**src/rtl/pipelined_cla_adder_pkg.sv**
```systemverilog
//==============================================================================
// Module      : pipelined_cla_adder_pkg
// Description : Shared constants for the pipelined carry-lookahead adder:
//               default operand width, bits per pipeline stage and the
//               derivation of the pipeline depth.
// Revision    : 1.0 - initial release
//==============================================================================
`default_nettype none

package pipelined_cla_adder_pkg;

    // Default operand/sum width in bits
    localparam int c_CLA_WIDTH = 16;

    // Default number of bits added by one pipeline stage
    localparam int c_CLA_SEG   = 4;

    // Pipeline depth: one stage per segment. WIDTH must be a multiple of SEG
    // and span at least two segments.
    function automatic int cla_stages(input int width, input int seg);
        return width / seg;
    endfunction

    localparam int c_CLA_STAGES = cla_stages(c_CLA_WIDTH, c_CLA_SEG);

endpackage : pipelined_cla_adder_pkg

`default_nettype wire

```
**src/rtl/pipelined_cla_adder_cla_segment.sv**
```systemverilog
//==============================================================================
// Module      : cla_segment
// Description : SEG-bit carry-lookahead adder slice. Every carry is formed
//               directly from generate/propagate terms and the slice carry-in,
//               so no carry ripples bit to bit. Also exports the carry into
//               the slice MSB, which the top slice uses for overflow.
// Revision    : 1.0 - initial release
//==============================================================================
`default_nettype none

module cla_segment
    import pipelined_cla_adder_pkg::*;
#(
    parameter int SEG = c_CLA_SEG
) (
    input  logic [SEG-1:0] a,
    input  logic [SEG-1:0] b,
    input  logic           c_in,
    output logic [SEG-1:0] s,
    output logic           c_out,
    output logic           c_msb_in
);

    logic [SEG-1:0] w_p;
    logic [SEG-1:0] w_g;
    logic [SEG:0]   w_c;

    assign w_p = a ^ b;
    assign w_g = a & b;

    // Lookahead carries: c[i+1] = g[i] | p[i]g[i-1] | ... | p[i..0]c_in
    always_comb begin
        logic w_term;
        w_term = 1'b1;
        w_c    = '0;
        w_c[0] = c_in;
        for (int i = 0; i < SEG; i++) begin
            w_term     = 1'b1;
            w_c[i + 1] = 1'b0;
            for (int j = i; j >= 0; j--) begin
                w_c[i + 1] = w_c[i + 1] | (w_term & w_g[j]);
                w_term     = w_term & w_p[j];
            end
            w_c[i + 1] = w_c[i + 1] | (w_term & c_in);
        end
    end

    assign s        = w_p ^ w_c[SEG-1:0];
    assign c_out    = w_c[SEG];
    assign c_msb_in = w_c[SEG-1];

endmodule : cla_segment

`default_nettype wire

```
**src/rtl/pipelined_cla_adder.sv**
```systemverilog
//==============================================================================
// Module      : pipelined_cla_adder
// Description : WIDTH-bit add/subtract unit built as a STAGES-deep pipeline,
//               one SEG-bit carry-lookahead slice per stage. Operands that a
//               stage has not consumed yet travel with the transaction
//               (input skewing) together with the partial sum and the sub
//               flag. Valid/ready handshake on both sides; a result held at
//               the output freezes the whole pipeline. Latency is STAGES
//               rising edges counting the accepting edge.
// Revision    : 1.0 - initial release
//==============================================================================
`default_nettype none

module pipelined_cla_adder
    import pipelined_cla_adder_pkg::*;
#(
    parameter int WIDTH = c_CLA_WIDTH,
    parameter int SEG   = c_CLA_SEG
) (
    input  logic             clk,
    input  logic             rst,
    input  logic             in_valid,
    output logic             in_ready,
    input  logic [WIDTH-1:0] in1,
    input  logic [WIDTH-1:0] in2,
    input  logic             cin,
    input  logic             sub,
    output logic             out_valid,
    input  logic             out_ready,
    output logic [WIDTH-1:0] sum,
    output logic             cout,
    output logic             ovf
);

    localparam int c_STAGES = cla_stages(WIDTH, SEG);

    // Stage registers: stage k holds the sum through segment k and its carry
    logic [c_STAGES-1:0] r_vld;
    logic [c_STAGES-1:0] r_c;
    logic [WIDTH-1:0]    r_sum [c_STAGES];
    logic                r_ovf;

    // Operands and mode travelling along with the transaction; the last
    // stage has no later consumer, so these stop one stage short
    logic [WIDTH-1:0]    r_a   [c_STAGES-1];
    logic [WIDTH-1:0]    r_b   [c_STAGES-1];
    logic [c_STAGES-2:0] r_sub;

    // Per-stage combinational next values
    logic [SEG-1:0]      w_a_seg   [c_STAGES];
    logic [SEG-1:0]      w_b_seg   [c_STAGES];
    logic [SEG-1:0]      w_s       [c_STAGES];
    logic [WIDTH-1:0]    w_sum_nxt [c_STAGES];
    logic [c_STAGES-1:0] w_cin;
    logic [c_STAGES-1:0] w_cout;
    logic [c_STAGES-1:0] w_vld_nxt;
    logic [WIDTH-1:0]    w_a_nxt   [c_STAGES-1];
    logic [WIDTH-1:0]    w_b_nxt   [c_STAGES-1];
    logic [c_STAGES-2:0] w_sub_nxt;
    logic                w_cmsb_last;
    logic                w_stall;

    // A result waiting on the consumer freezes every stage
    assign w_stall  = r_vld[c_STAGES-1] & ~out_ready;
    assign in_ready = ~w_stall;

    for (genvar k = 0; k < c_STAGES; k++) begin : g_stage
        localparam logic [WIDTH-1:0] c_SEG_MASK =
            {{(WIDTH-SEG){1'b0}}, {SEG{1'b1}}} << (k * SEG);

        if (k == 0) begin : g_head
            // Subtraction is A + ~B + 1: invert B and force the carry-in
            assign w_a_seg[k]   = in1[SEG-1:0];
            assign w_b_seg[k]   = in2[SEG-1:0] ^ {SEG{sub}};
            assign w_cin[k]     = sub | cin;
            assign w_vld_nxt[k] = in_valid;
            assign w_sum_nxt[k] = WIDTH'(w_s[k]);
        end else begin : g_body
            assign w_a_seg[k]   = r_a[k-1][k*SEG +: SEG];
            assign w_b_seg[k]   = r_b[k-1][k*SEG +: SEG] ^ {SEG{r_sub[k-1]}};
            assign w_cin[k]     = r_c[k-1];
            assign w_vld_nxt[k] = r_vld[k-1];
            assign w_sum_nxt[k] = (r_sum[k-1] & ~c_SEG_MASK)
                                | (WIDTH'(w_s[k]) << (k * SEG));
        end

        if (k < c_STAGES - 1) begin : g_fwd
            if (k == 0) begin : g_fwd_head
                assign w_a_nxt[k]   = in1;
                assign w_b_nxt[k]   = in2;
                assign w_sub_nxt[k] = sub;
            end else begin : g_fwd_body
                assign w_a_nxt[k]   = r_a[k-1];
                assign w_b_nxt[k]   = r_b[k-1];
                assign w_sub_nxt[k] = r_sub[k-1];
            end
        end

        // Only the top slice's MSB carry-in matters (overflow detection)
        if (k == c_STAGES - 1) begin : g_tail
            cla_segment #(.SEG(SEG)) u_seg (
                .a        (w_a_seg[k]),
                .b        (w_b_seg[k]),
                .c_in     (w_cin[k]),
                .s        (w_s[k]),
                .c_out    (w_cout[k]),
                .c_msb_in (w_cmsb_last)
            );
        end else begin : g_inner
            logic w_cmsb_unused;
            cla_segment #(.SEG(SEG)) u_seg (
                .a        (w_a_seg[k]),
                .b        (w_b_seg[k]),
                .c_in     (w_cin[k]),
                .s        (w_s[k]),
                .c_out    (w_cout[k]),
                .c_msb_in (w_cmsb_unused)
            );
        end
    end

    // Advance all stages together; bubbles move through as invalid stages
    always_ff @(posedge clk or negedge rst) begin
        if (!rst) begin
            r_vld <= '0;
            r_c   <= '0;
            r_sub <= '0;
            r_ovf <= 1'b0;
            for (int k = 0; k < c_STAGES; k++) begin
                r_sum[k] <= '0;
            end
            for (int k = 0; k < c_STAGES - 1; k++) begin
                r_a[k] <= '0;
                r_b[k] <= '0;
            end
        end else if (!w_stall) begin
            r_vld <= w_vld_nxt;
            r_c   <= w_cout;
            r_sub <= w_sub_nxt;
            r_ovf <= w_cmsb_last ^ w_cout[c_STAGES-1];
            for (int k = 0; k < c_STAGES; k++) begin
                r_sum[k] <= w_sum_nxt[k];
            end
            for (int k = 0; k < c_STAGES - 1; k++) begin
                r_a[k] <= w_a_nxt[k];
                r_b[k] <= w_b_nxt[k];
            end
        end
    end

    assign out_valid = r_vld[c_STAGES-1];
    assign sum       = r_sum[c_STAGES-1];
    assign cout      = r_c[c_STAGES-1];
    assign ovf       = r_ovf;

endmodule : pipelined_cla_adder

`default_nettype wire

```
**config.mk**
```make
export PLATFORM = sky130hd
export DESIGN_NAME = pipelined_cla_adder
export DESIGN_NICKNAME = d
export VERILOG_FILES = /design/src/rtl/pipelined_cla_adder_pkg.sv /design/src/rtl/pipelined_cla_adder_cla_segment.sv /design/src/rtl/pipelined_cla_adder.sv
export SDC_FILE = /design/constraint.sdc
export NUM_CORES = 1
export LEC_CHECK = 0
export ABC_CLOCK_PERIOD_IN_PS = 4400
export CELL_PAD_IN_SITES_DETAIL_PLACEMENT = 0
export CELL_PAD_IN_SITES_GLOBAL_PLACEMENT = 1
export CORE_MARGIN = 2
export CORE_UTILIZATION = 40
export DETAILED_ROUTE_END_ITERATION = 10
export GPL_ROUTABILITY_DRIVEN = 0
export PLACE_DENSITY = 0.74
export SYNTH_ARGS = -nofsm -noshare
export SYNTH_HDL_FRONTEND = slang
export SYNTH_SLANG_ARGS = --single-unit
```
**constraint.sdc**
```tcl
create_clock -name clk -period 4.4 [get_ports clk]
set_input_delay 1.1 -clock clk [delete_from_list [all_inputs] [get_ports clk]]
set_output_delay 1.1 -clock clk [all_outputs]
set_load 0.05 [all_outputs]
```
== Word-level counts from Yosys, hierarchy flattened ==
Index checks and enable logic that the tools add are counted.
Word-level totals
  flip-flop bits (word level): 148
  logic and storage cells: 142
Cells by class
  bitwise operators: 128
Operator list (count)
  $and 1x1->1: 65
  $xor 4x4->4: 12
  $or 1x1->1: 41
  $and 4x4->4: 4
  $or 12x16->16: 1
  $or 8x12->12: 1
  $or 4x8->8: 1
  $not 1->1: 2
  $xor 1x1->1: 1

== Logic depth before layout (Yosys ltp) ==
Gate-level depths: netlist of run 1.
  word-level depth: 8
  gate-level depth with buffers: 7

== Cells and area by module ==
From an unflattened synthesis of run 1, not the netlist that was laid out.
Unflattened totals
  cell total of the unflattened synthesis: 319
  area total of the unflattened synthesis: 4631.9 um^2
By module, submodules not included
  pipelined_cla_adder: cells each 251, instances 1, area each 4026.4 um^2
  cla_segment at g_stage[0].g_inner.u_seg ...: cells each 18, instances 3, area each 155.1 um^2
  cla_segment at g_stage[3].g_tail.u_seg: cells each 14, instances 1, area each 140.1 um^2

== Worst setup path after synthesis of run 1 ==
Ideal clock, no wire load.
  path kind: input port to output port
  start: in out_ready
  end: out in_ready
  cell stages on the path: 3
  slack: 1443 ps
  required time: 3300 ps
  data arrival time: 1857 ps
  buffers on the path: 1
  cells stage by stage: nor2b_2 > inv_2 > clkbuf_1
On the way
  word-level cells in the longest chain between the ends: 3
RTL lines
  from (decl): line pipelined_cla_adder.sv:29  | input logic out_ready,
  $not 1->1: line pipelined_cla_adder.sv:64  | assign w_stall = r_vld[c_STAGES-1] & ~out_ready;
  $and 1x1->1: line pipelined_cla_adder.sv:64
  $not 1->1: line pipelined_cla_adder.sv:65  | assign in_ready = ~w_stall;
  to (decl): line pipelined_cla_adder.sv:23  | output logic in_ready,
No other way between the ends.

== Worst setup path after layout of run 1 ==
Ends and elaborated chain as after synthesis.

==> results of run 1 <==
-- registers in the layout, indices dropped and copies added (netlist names) --
register  cells
ovf           1
r_a          24
r_b          24
r_c           4
r_sub         3
r_sum        24
r_vld         4
sum          16
-- layout make-up --
cell class / instances / area [um2] / area share, %
Clock inverter: 4 / 48.80 / 0.9051
Inverter: 6 / 22.52 / 0.4177
Sequential cell: 100 / 2502 / 46.41
Multi-Input combinational cell: 352 / 1788 / 33.16
Tap cell: 140 / 175.2 / 3.249
Clock buffer: 12 / 246.5 / 4.572
Timing Repair Buffer: 61 / 608.1 / 11.28
-- cells in the final DEF (no fill, tap or decap), types with 2 or more instances in the layout --
master	synthesis	final
a21oi_1	9	9
nor2_1	8	8
buf_4	16	5
ha_1	16	16
a211oi_1	7	7
nand2_1	251	251
fa_1	4	4
inv_1	5	5
clkbuf_1	11	2
o21bai_1	2	2
a21o_1	3	3
nand2b_1	2	2
clkbuf_16	0	9
clkinv_2	0	2
xnor2_1	5	5
xor2_1	18	18
o21ai_0	17	17
clkdlybuf4s50_1	0	55
dfrtp_1	100	100
-- where the power goes --
group          internal (uW)  total, uW  switching (uW)
logic                    728       1820            1090
clock network            456        779             323
registers               1330       1570             243
-- critical path, cell delays in order --
cell and delay (ns):
clkdlybuf4s50_1 0.44, nor2b_4 0.13, inv_2 0.06, buf_12 0.14
-- worst paths after layout --
path | slack [ns] | start | end
setup / recovery | 1.44 | out_ready | in_ready
setup reg to reg | 2.32 | r_sub[1] | r_c[2]
min in group asynchronous | 0.91 | rst | sum[7]
max in group asynchronous | 2.74 | rst | r_c[3]
hold reg to reg | 0.46 | r_vld[2] | r_vld[3]
hold / removal | 0.46 | r_vld[2] | r_vld[3]
-- layer usage --
| layer | track usage [%] | routed length (um) | share of wire [%] | up-vias |
|---|---|---|---|---|
| met1 | 19.62 | 4091 | 49 | 1479 |
| met3 | 3.897 | 292 | 3.5 | 2 |
| met5 | 0 | 0 | 0 | - |
| met2 | 24.74 | 3917 | 47 | 50 |
| li1 | - | - | - | 1608 |
| met4 | 3.750 | 47 | 0.56 | 0 |
-- cell families after synthesis --
family,share of synthesized area (%)
compound gates,6.441
xor+xnor,4.432
fa+ha+maj,6.166
buf+inv,5.725
flops,55.05
mux,0.2202
simple gates,21.97
-- metrics by stage --
step,util [%],hold WS (ns),power (uW),cells
after global routing,49.09,0.4848,4556,675
after detailed placement,46.40,0.4531,3446,659
final,49.09,0.4602,4166,675
after global placement,46.40,0.4415,3389,659
after CTS,49.09,0.4680,4239,675
after floorplan,-,0.4300,3036,499
==> flow_metrics.tcl, run 1 <==
set metrics [dict create \
    finalSetupTns_ns 0 \
    post_cts_hold_buffer_count 0 \
    warning_count_from_the_yosys_run 0 \
    gr-usage-all-layers_pct 14.94 \
    synth_edf_count 0 \
    cts_max_path_buffers 2 \
    yosys.cell_count.top_type "nand2_1" \
    ys_dominant_reg_cell "dfrtp_1" \
    timing.final.hold_violations 0 \
    total_leakage_power_uw 0.002713 \
    clock_sink_count 100 \
    clk_root_buffer_cell "clkbuf_16" \
    ys_seq_elements 100 \
    layout_worst_path_cycle_share_pct 67.35 \
    number_of_post_cts_setup_repair_buffers 0 \
    avgRoutedWirePerCell_um 12.37 \
    worst_slew_margin_rel_pct 32.74 \
    drt-initial-drc-count 179 \
    fp.coreArea_um2 10980 \
    min_path_cells 1 \
    critical_path.endpoint_type "output port" \
    clkSlewWorstSetupHoldPaths_ns 0.06 \
    die-height_um 110.6 \
    pre_cts_ws_ns 1.222 \
    boundaryPins 58 \
    yosysSeqAreaShare_pct 55.05 \
    fp.dieArea_um2 12230 \
    start_util_pct 41.39 \
    rsz0062_at_grt "false" \
    initial_antenna_violation_count 0 \
    cts.htree.levels 3 \
    tritoncts "yes" \
    wire_length_of_the_first_global_routing_pass_mm 15.00 \
    actual_transition_at_the_worst_max_transition_pin_ns 1.009 \
    cp_data_arrival_time_ns 1.86 \
    synth_async_sr_flop_share_pct 100.0 \
    worstSkewPairLatency_ns 0.34 \
    vdd_ir_drop_max_uv 357.0 \
    worst_ep_required_time_ns 3.30 \
    yosys.cell_types.count 29 \
    die-width_um 110.6 \
    synth_top_area_share_pct 55.05 \
    critPathLaunchType "input port" \
    setup_violations 0 \
    critical_path_class "in2out" \
    max_fo_critical_path 2 \
    vias 3139 \
    nFillCells 1092 \
    number_of_global_route_vias_before_repair 3215 \
    antenna_cells 0 \
    syn_area_um2 4546 \
    synth_nets 557 \
    hold_path_class "reg2reg" \
    route.final.wire_length_mm 8.349 \
    first_pass_iters 4 \
    number_of_buffers_created_by_cts 9 \
    dp_hpwl_mm 5.419 \
    cap_violations 0 \
    design.final.nets 588 \
    post_synth_main_area_contributors "dfrtp_1, nand2_1, ha_1" \
    detail_route.drc_violations 0 \
    synth_area_per_cell_um2 9.109 \
    max_clock_freq_mhz 337.4 \
    grt_start_max_net_pins 103 \
    area_growth_syn_to_layout_pct 18.61 \
    cts_resized 0 \
    post_synth_most_frequent_cells "nand2_1, dfrtp_1, xor2_1, o21ai_0" \
    port-buffer-count 57 \
    antenna_violating_nets_post_route 0 \
    drive_above_1_share_pct 5.047 \
    worstRegToRegCells 6 \
    rows 38 \
    finalMaxSlewViolations 0 \
    final.setup.worst_slack_ns 1.437 \
    outcome "completed" \
    stdcell_area_um2 5391 \
    pwr_density_cell_nw_per_um2 772.8 \
    grt_overflow 0 \
    avgViaCountPerCell 4.650 \
    fin_crit_ns 2.963 \
    finClkSkew_ns 0.007219 \
    postSynthCellCount 499 \
    placement.cell_area_um2 5096 \
    synthDominantAreaCellType "dfrtp_1" \
]
(Power assumes the default switching activity.)
==> run 2: changes to the inputs <==
- ABC_CLOCK_PERIOD_IN_PS: 4400 -> 2900
- clock period: 4.4 -> 2.9 ns (I/O delays scaled with it)
==> flow_metrics.tcl, run 2 (synthesis gave the netlist of run 1 again) <==
set metrics [dict create \
    outcome "completed" \
    fin_crit_ns 2.301 \
    route.final.wire_length_mm 8.340 \
    actual_transition_at_the_worst_max_transition_pin_ns 0.5830 \
    worstRegToRegCells 6 \
    finalMaxSlewViolations 0 \
    vias 3149 \
    critical-path-max-stage-delay_ns 0.60 \
    layout_worst_path_cycle_share_pct 79.34 \
    fp.coreArea_um2 10980 \
    initial_antenna_violation_count 0 \
    registers_with_the_most_flip_flops "r_a: 24 flops, r_b: 24 flops, r_sum: 24 flops" \
    gr-usage-all-layers_pct 14.43 \
    die-height_um 110.6 \
    drt-initial-drc-count 176 \
    dp_hpwl_mm 5.571 \
    cap_violations 0 \
    final_cell_mix "nand2_1, dfrtp_1, clkdlybuf4s50_1" \
    cts_max_path_buffers 2 \
    tritoncts "yes" \
    detail_route.drc_violations 0 \
    critPathLaunchType "input port" \
    worstSkewPairLatency_ns 0.34 \
    max_fo_critical_path 5 \
    clkSlewWorstSetupHoldPaths_ns 0.07 \
    number_of_global_route_vias_before_repair 3120 \
    design.final.nets 589 \
    post_cts_hold_buffer_count 0 \
    hold_slack_ns 0.3857 \
    setup_violations 0 \
    finClkSkew_ns 0.006871 \
    worst_ep_required_time_ns 3.13 \
    number_of_post_cts_setup_repair_buffers 0 \
    nFillCells 1074 \
    avgViaCountPerCell 4.658 \
    drive_above_1_share_pct 5.224 \
    first_pass_iters 4 \
    total_leakage_power_uw 0.002716 \
    boundaryPins 58 \
    timing.final.hold_violations 0 \
    worst_slew_margin_rel_pct 61.13 \
    fp.dieArea_um2 12230 \
    clk_root_buffer_cell "clkbuf_16" \
    clock_sink_count 100 \
    cp_data_arrival_time_ns 2.53 \
    number_of_buffers_created_by_cts 9 \
    die-width_um 110.6 \
    final_common_cell "nand2_1" \
    crit_path_cell_trace "clkdlybuf4s50_1 > xor2_1 > ha_1 > a21oi_1 > a21boi_2 > o21a_1 > o22a_2" \
    vdd_ir_drop_max_uv 652.6 \
    wire_length_of_the_first_global_routing_pass_mm 14.61 \
    hold_path_class "in2async" \
    start_util_pct 41.39 \
    area_growth_syn_to_layout_pct 19.05 \
    pwr_density_cell_nw_per_um2 1157 \
    port-buffer-count 57 \
    cts.htree.levels 3 \
    critical_path.slowest_cell "clkdlybuf4s50_1" \
    rsz0062_at_grt "false" \
    rows 38 \
    avgRoutedWirePerCell_um 12.34 \
    antenna_cells 0 \
    antenna_violating_nets_post_route 0 \
    grt_start_max_net_pins 103 \
    finalSetupTns_ns 0 \
    cts_resized 0 \
    max_clock_freq_mhz 434.6 \
    sequential_cell_area_um2 2502 \
    critical_path_class "in2reg" \
    multi_input_area_um2 1788 \
    critical_path.endpoint_type "register" \
    grt_overflow 0 \
]
-- run 2: routing by layer --
layer | wire (um) | track usage [%] | share of wire [%] | up-vias
met2 | 3893 | 24.25 | 47 | 47
li1 | - | - | - | 1610
met4 | 107 | 4.167 | 1.3 | 0
met3 | 281 | 3.513 | 3.4 | 7
met1 | 4058 | 18.59 | 49 | 1485
met5 | 0 | 0 | 0 | -
-- run 2: final cells by class --
class,count,area share (%)
Clock buffer,11,4.301
Clock inverter,5,0.6936
Inverter,6,0.4162
Multi-Input combinational cell,352,33.04
Sequential cell,100,46.24
Tap cell,140,3.237
Timing Repair Buffer,62,12.07
-- run 2: final timing paths --
check,startpoint,slack [ns],to
max in group asynchronous,rst,1.83,r_a[28]
max reg2reg,r_sub[1],0.90,r_c[2]
min,rst,0.39,r_sum[21]
min in group clk,sum[3],0.46,sum[3]
max,sub,0.60,r_c[0]
min reg2reg,sum[3],0.46,sum[3]
-- run 2: critical path: cells and delay by family --
kind                     cells  cell delay [ns]
XOR/XNOR                     1             0.19
adder cells (fa/ha/maj)      1             0.29
buffers and inverters        1             0.60
AO/OA/AOI/OAI                4             0.72
-- run 2: power breakdown --
group / leakage (uW) / switching [uW] / internal (uW)
clock network: 0.000131 / 501 / 587
registers: 0.00121 / 369 / 2020
logic: 0.00138 / 1670 / 1120
-- run 2: metrics by stage --
step                      power (uW)  setup slack (ns)  std cells  util (%)  area, um2
after floorplan                 4606            0.6618        499         -       4546
after global placement          5177            0.2916        660     46.81       5141
after detailed placement        5251            0.2567        660     46.81       5141
after CTS                       6367            0.6067        676     49.27       5411
after global routing            6807            0.4730        676     49.27       5411
final                           6262            0.5991        676     49.27       5411
==> run 3: changes to the inputs <==
- ABC_CLOCK_PERIOD_IN_PS: 2900 -> 1900
- CORE_UTILIZATION: 40 -> 38
- clock period: 2.9 -> 1.9 ns (I/O delays scaled with it)
==> flow_metrics.tcl, run 3 (synthesis gave the netlist of run 1 again) <==
set metrics [dict create \
    finalMaxSlewViolations 0 \
    wire_length_of_the_first_global_routing_pass_mm 14.95 \
    pwr_density_cell_nw_per_um2 1790 \
    initial_antenna_violation_count 0 \
    boundaryPins 58 \
    number_of_global_route_vias_before_repair 3187 \
    power.total_uw 9822 \
    worst_r2r_startpoint "r_sub[1]" \
    port-buffer-count 57 \
    number_of_buffers_created_by_cts 9 \
    avgRoutedWirePerCell_um 12.64 \
    avgViaCountPerCell 4.679 \
    vdd_ir_drop_max_uv 629.8 \
    placed_cells 671 \
    clk_root_buffer_cell "clkbuf_16" \
    nFillCells 1143 \
    worstSkewPairLatency_ns 0.35 \
    finClkSkew_ns 0.008078 \
    crit_end "r_sum[51]" \
    hold_path_class "in2async" \
    final-instance-count-excl-fill 688 \
    postLayoutCoreUtil_pct 47.44 \
    rsz0062_at_grt "false" \
    actual_transition_at_the_worst_max_transition_pin_ns 0.4763 \
    worst_slew_margin_rel_pct 68.24 \
    rows 39 \
    vias 3219 \
    antenna_violating_nets_post_route 0 \
    first_pass_iters 5 \
    sequential_cell_area_um2 2502 \
    hold_slack_ns 0.08074 \
    timing.final.hold_violations 0 \
    multi_input_area_um2 1831 \
    cap_violations 0 \
    drt-initial-drc-count 204 \
    design.final.nets 597 \
    final_common_cell "nand2_1" \
    clkSlewWorstSetupHoldPaths_ns 0.07 \
    fin_crit_ns 1.830 \
    cp_data_arrival_time_ns 2.09 \
    number_of_post_cts_setup_repair_buffers 0 \
    timing.reg2reg.setup_slack_ns 0.12 \
    detail_route.drc_violations 0 \
    critPathLaunchType "input port" \
    registers_with_the_most_flip_flops "r_a: 24 flops, r_b: 24 flops, r_sum: 24 flops" \
    total_leakage_power_uw 0.002797 \
    fp.dieArea_um2 12850 \
    die-height_um 113.4 \
    outcome "completed" \
    start_util_pct 39.31 \
    cts_max_path_buffers 2 \
    worst_ep_required_time_ns 2.16 \
    max_fo_critical_path 3 \
    clock_sink_count 100 \
    dp_hpwl_mm 6.115 \
    critical_path.endpoint_type "register" \
    tritoncts "yes" \
    final_cell_mix "nand2_1, dfrtp_1, clkdlybuf4s50_1" \
    post_cts_hold_buffer_count 0 \
    grt_overflow 0 \
    area_growth_syn_to_layout_pct 20.70 \
    drive_above_1_share_pct 11.95 \
    cts.htree.levels 3 \
    setup_violations 0 \
    layout_worst_path_cycle_share_pct 96.34 \
    route.final.wire_length_mm 8.693 \
    regToRegEndpoint "r_c[2]" \
    max_clock_freq_mhz 546.3 \
    critical_path_class "in2reg" \
    gr-usage-all-layers_pct 14.75 \
    fp.coreArea_um2 11560 \
    worst_setup_path_startpoint "in2[1]" \
    grt_start_max_net_pins 68 \
    worstRegToRegCells 6 \
    die-width_um 113.4 \
]
==> run 3: changes by cell type in the layout (fill, tap and decap cells not counted), sizes merged <==
cell | before | now
inv | 7 | 8
dlygate4sd2 | 0 | 1
buf | 7 | 34
clkdlybuf4s50 | 55 | 35
clkbuf | 11 | 10
diode | 0 | 1
==> run 3: report_power, final <==
group	total [uW]	internal (uW)	switching, uW
Combinational	4410	1780	2640
Sequential	3650	3080	577
Clock	1750	935	819
Total	9820	5790	4030
==> run 3: worst max-delay path: stages <==
cell and delay, ns:
clkdlybuf4s50_1 0.48, xor2_1 0.16, ha_1 0.27, buf_4 0.15, o211ai_2 0.07, a21boi_2 0.09
o21a_1 0.20, o31ai_2 0.20
==> run 3: area by class of cell <==
cell class / count / area share [%]
Sequential cell: 100 / 45.61
Tap cell: 143 / 3.261
Inverter: 6 / 0.4105
Timing Repair Buffer: 70 / 12.11
Clock inverter: 6 / 0.8438
Clock buffer: 10 / 4.356
Antenna cell: 1 / 0.04561
Multi-Input combinational cell: 352 / 33.36
==> run 3: how the worst min path moves through the flow <==
stage | from | to | slack (ns) | depth (start not counted)
global placement | r_vld[2] | r_vld[2] | 0.44 | 2
detailed placement | r_vld[2] | r_vld[2] | 0.45 | 2
global route | rst | r_b[42] | 0.11 | 1
finish | rst | r_b[42] | 0.08 | 1
floorplan | rst | ovf | 0.18 | 0
CTS | rst | r_b[42] | 0.09 | 1
==> run 3: what timing repair did <==
| action | CTS | global route |
|---|---|---|
| endpoints found under the setup margin | 3 | 7 |
| gates resized for setup | 4 | 7 |
| pin swaps | 0 | 2 |
==> run 3: per-layer routing <==
metal | vias to the layer above | track usage (%) | wire [um]
li1 | 1622 | - | -
met1 | 1530 | 18.74 | 3957
met2 | 59 | 24.11 | 4160
met3 | 8 | 4.888 | 459
met4 | 0 | 4.472 | 116
met5 | - | 0 | 0
==> run 3: metrics by stage <==
| step | setup slack (ns) | setup TNS (ns) | cell area, um2 |
|---|---|---|---|
| floorplan | 0.05147 | 0 | 4547 |
| global placement | -0.3667 | -1.313 | 5157 |
| detailed placement | -0.4118 | -1.629 | 5157 |
| CTS | 0.008286 | 0 | 5455 |
| global route | 0.007614 | 0 | 5484 |
| finish | 0.06961 | 0 | 5487 |
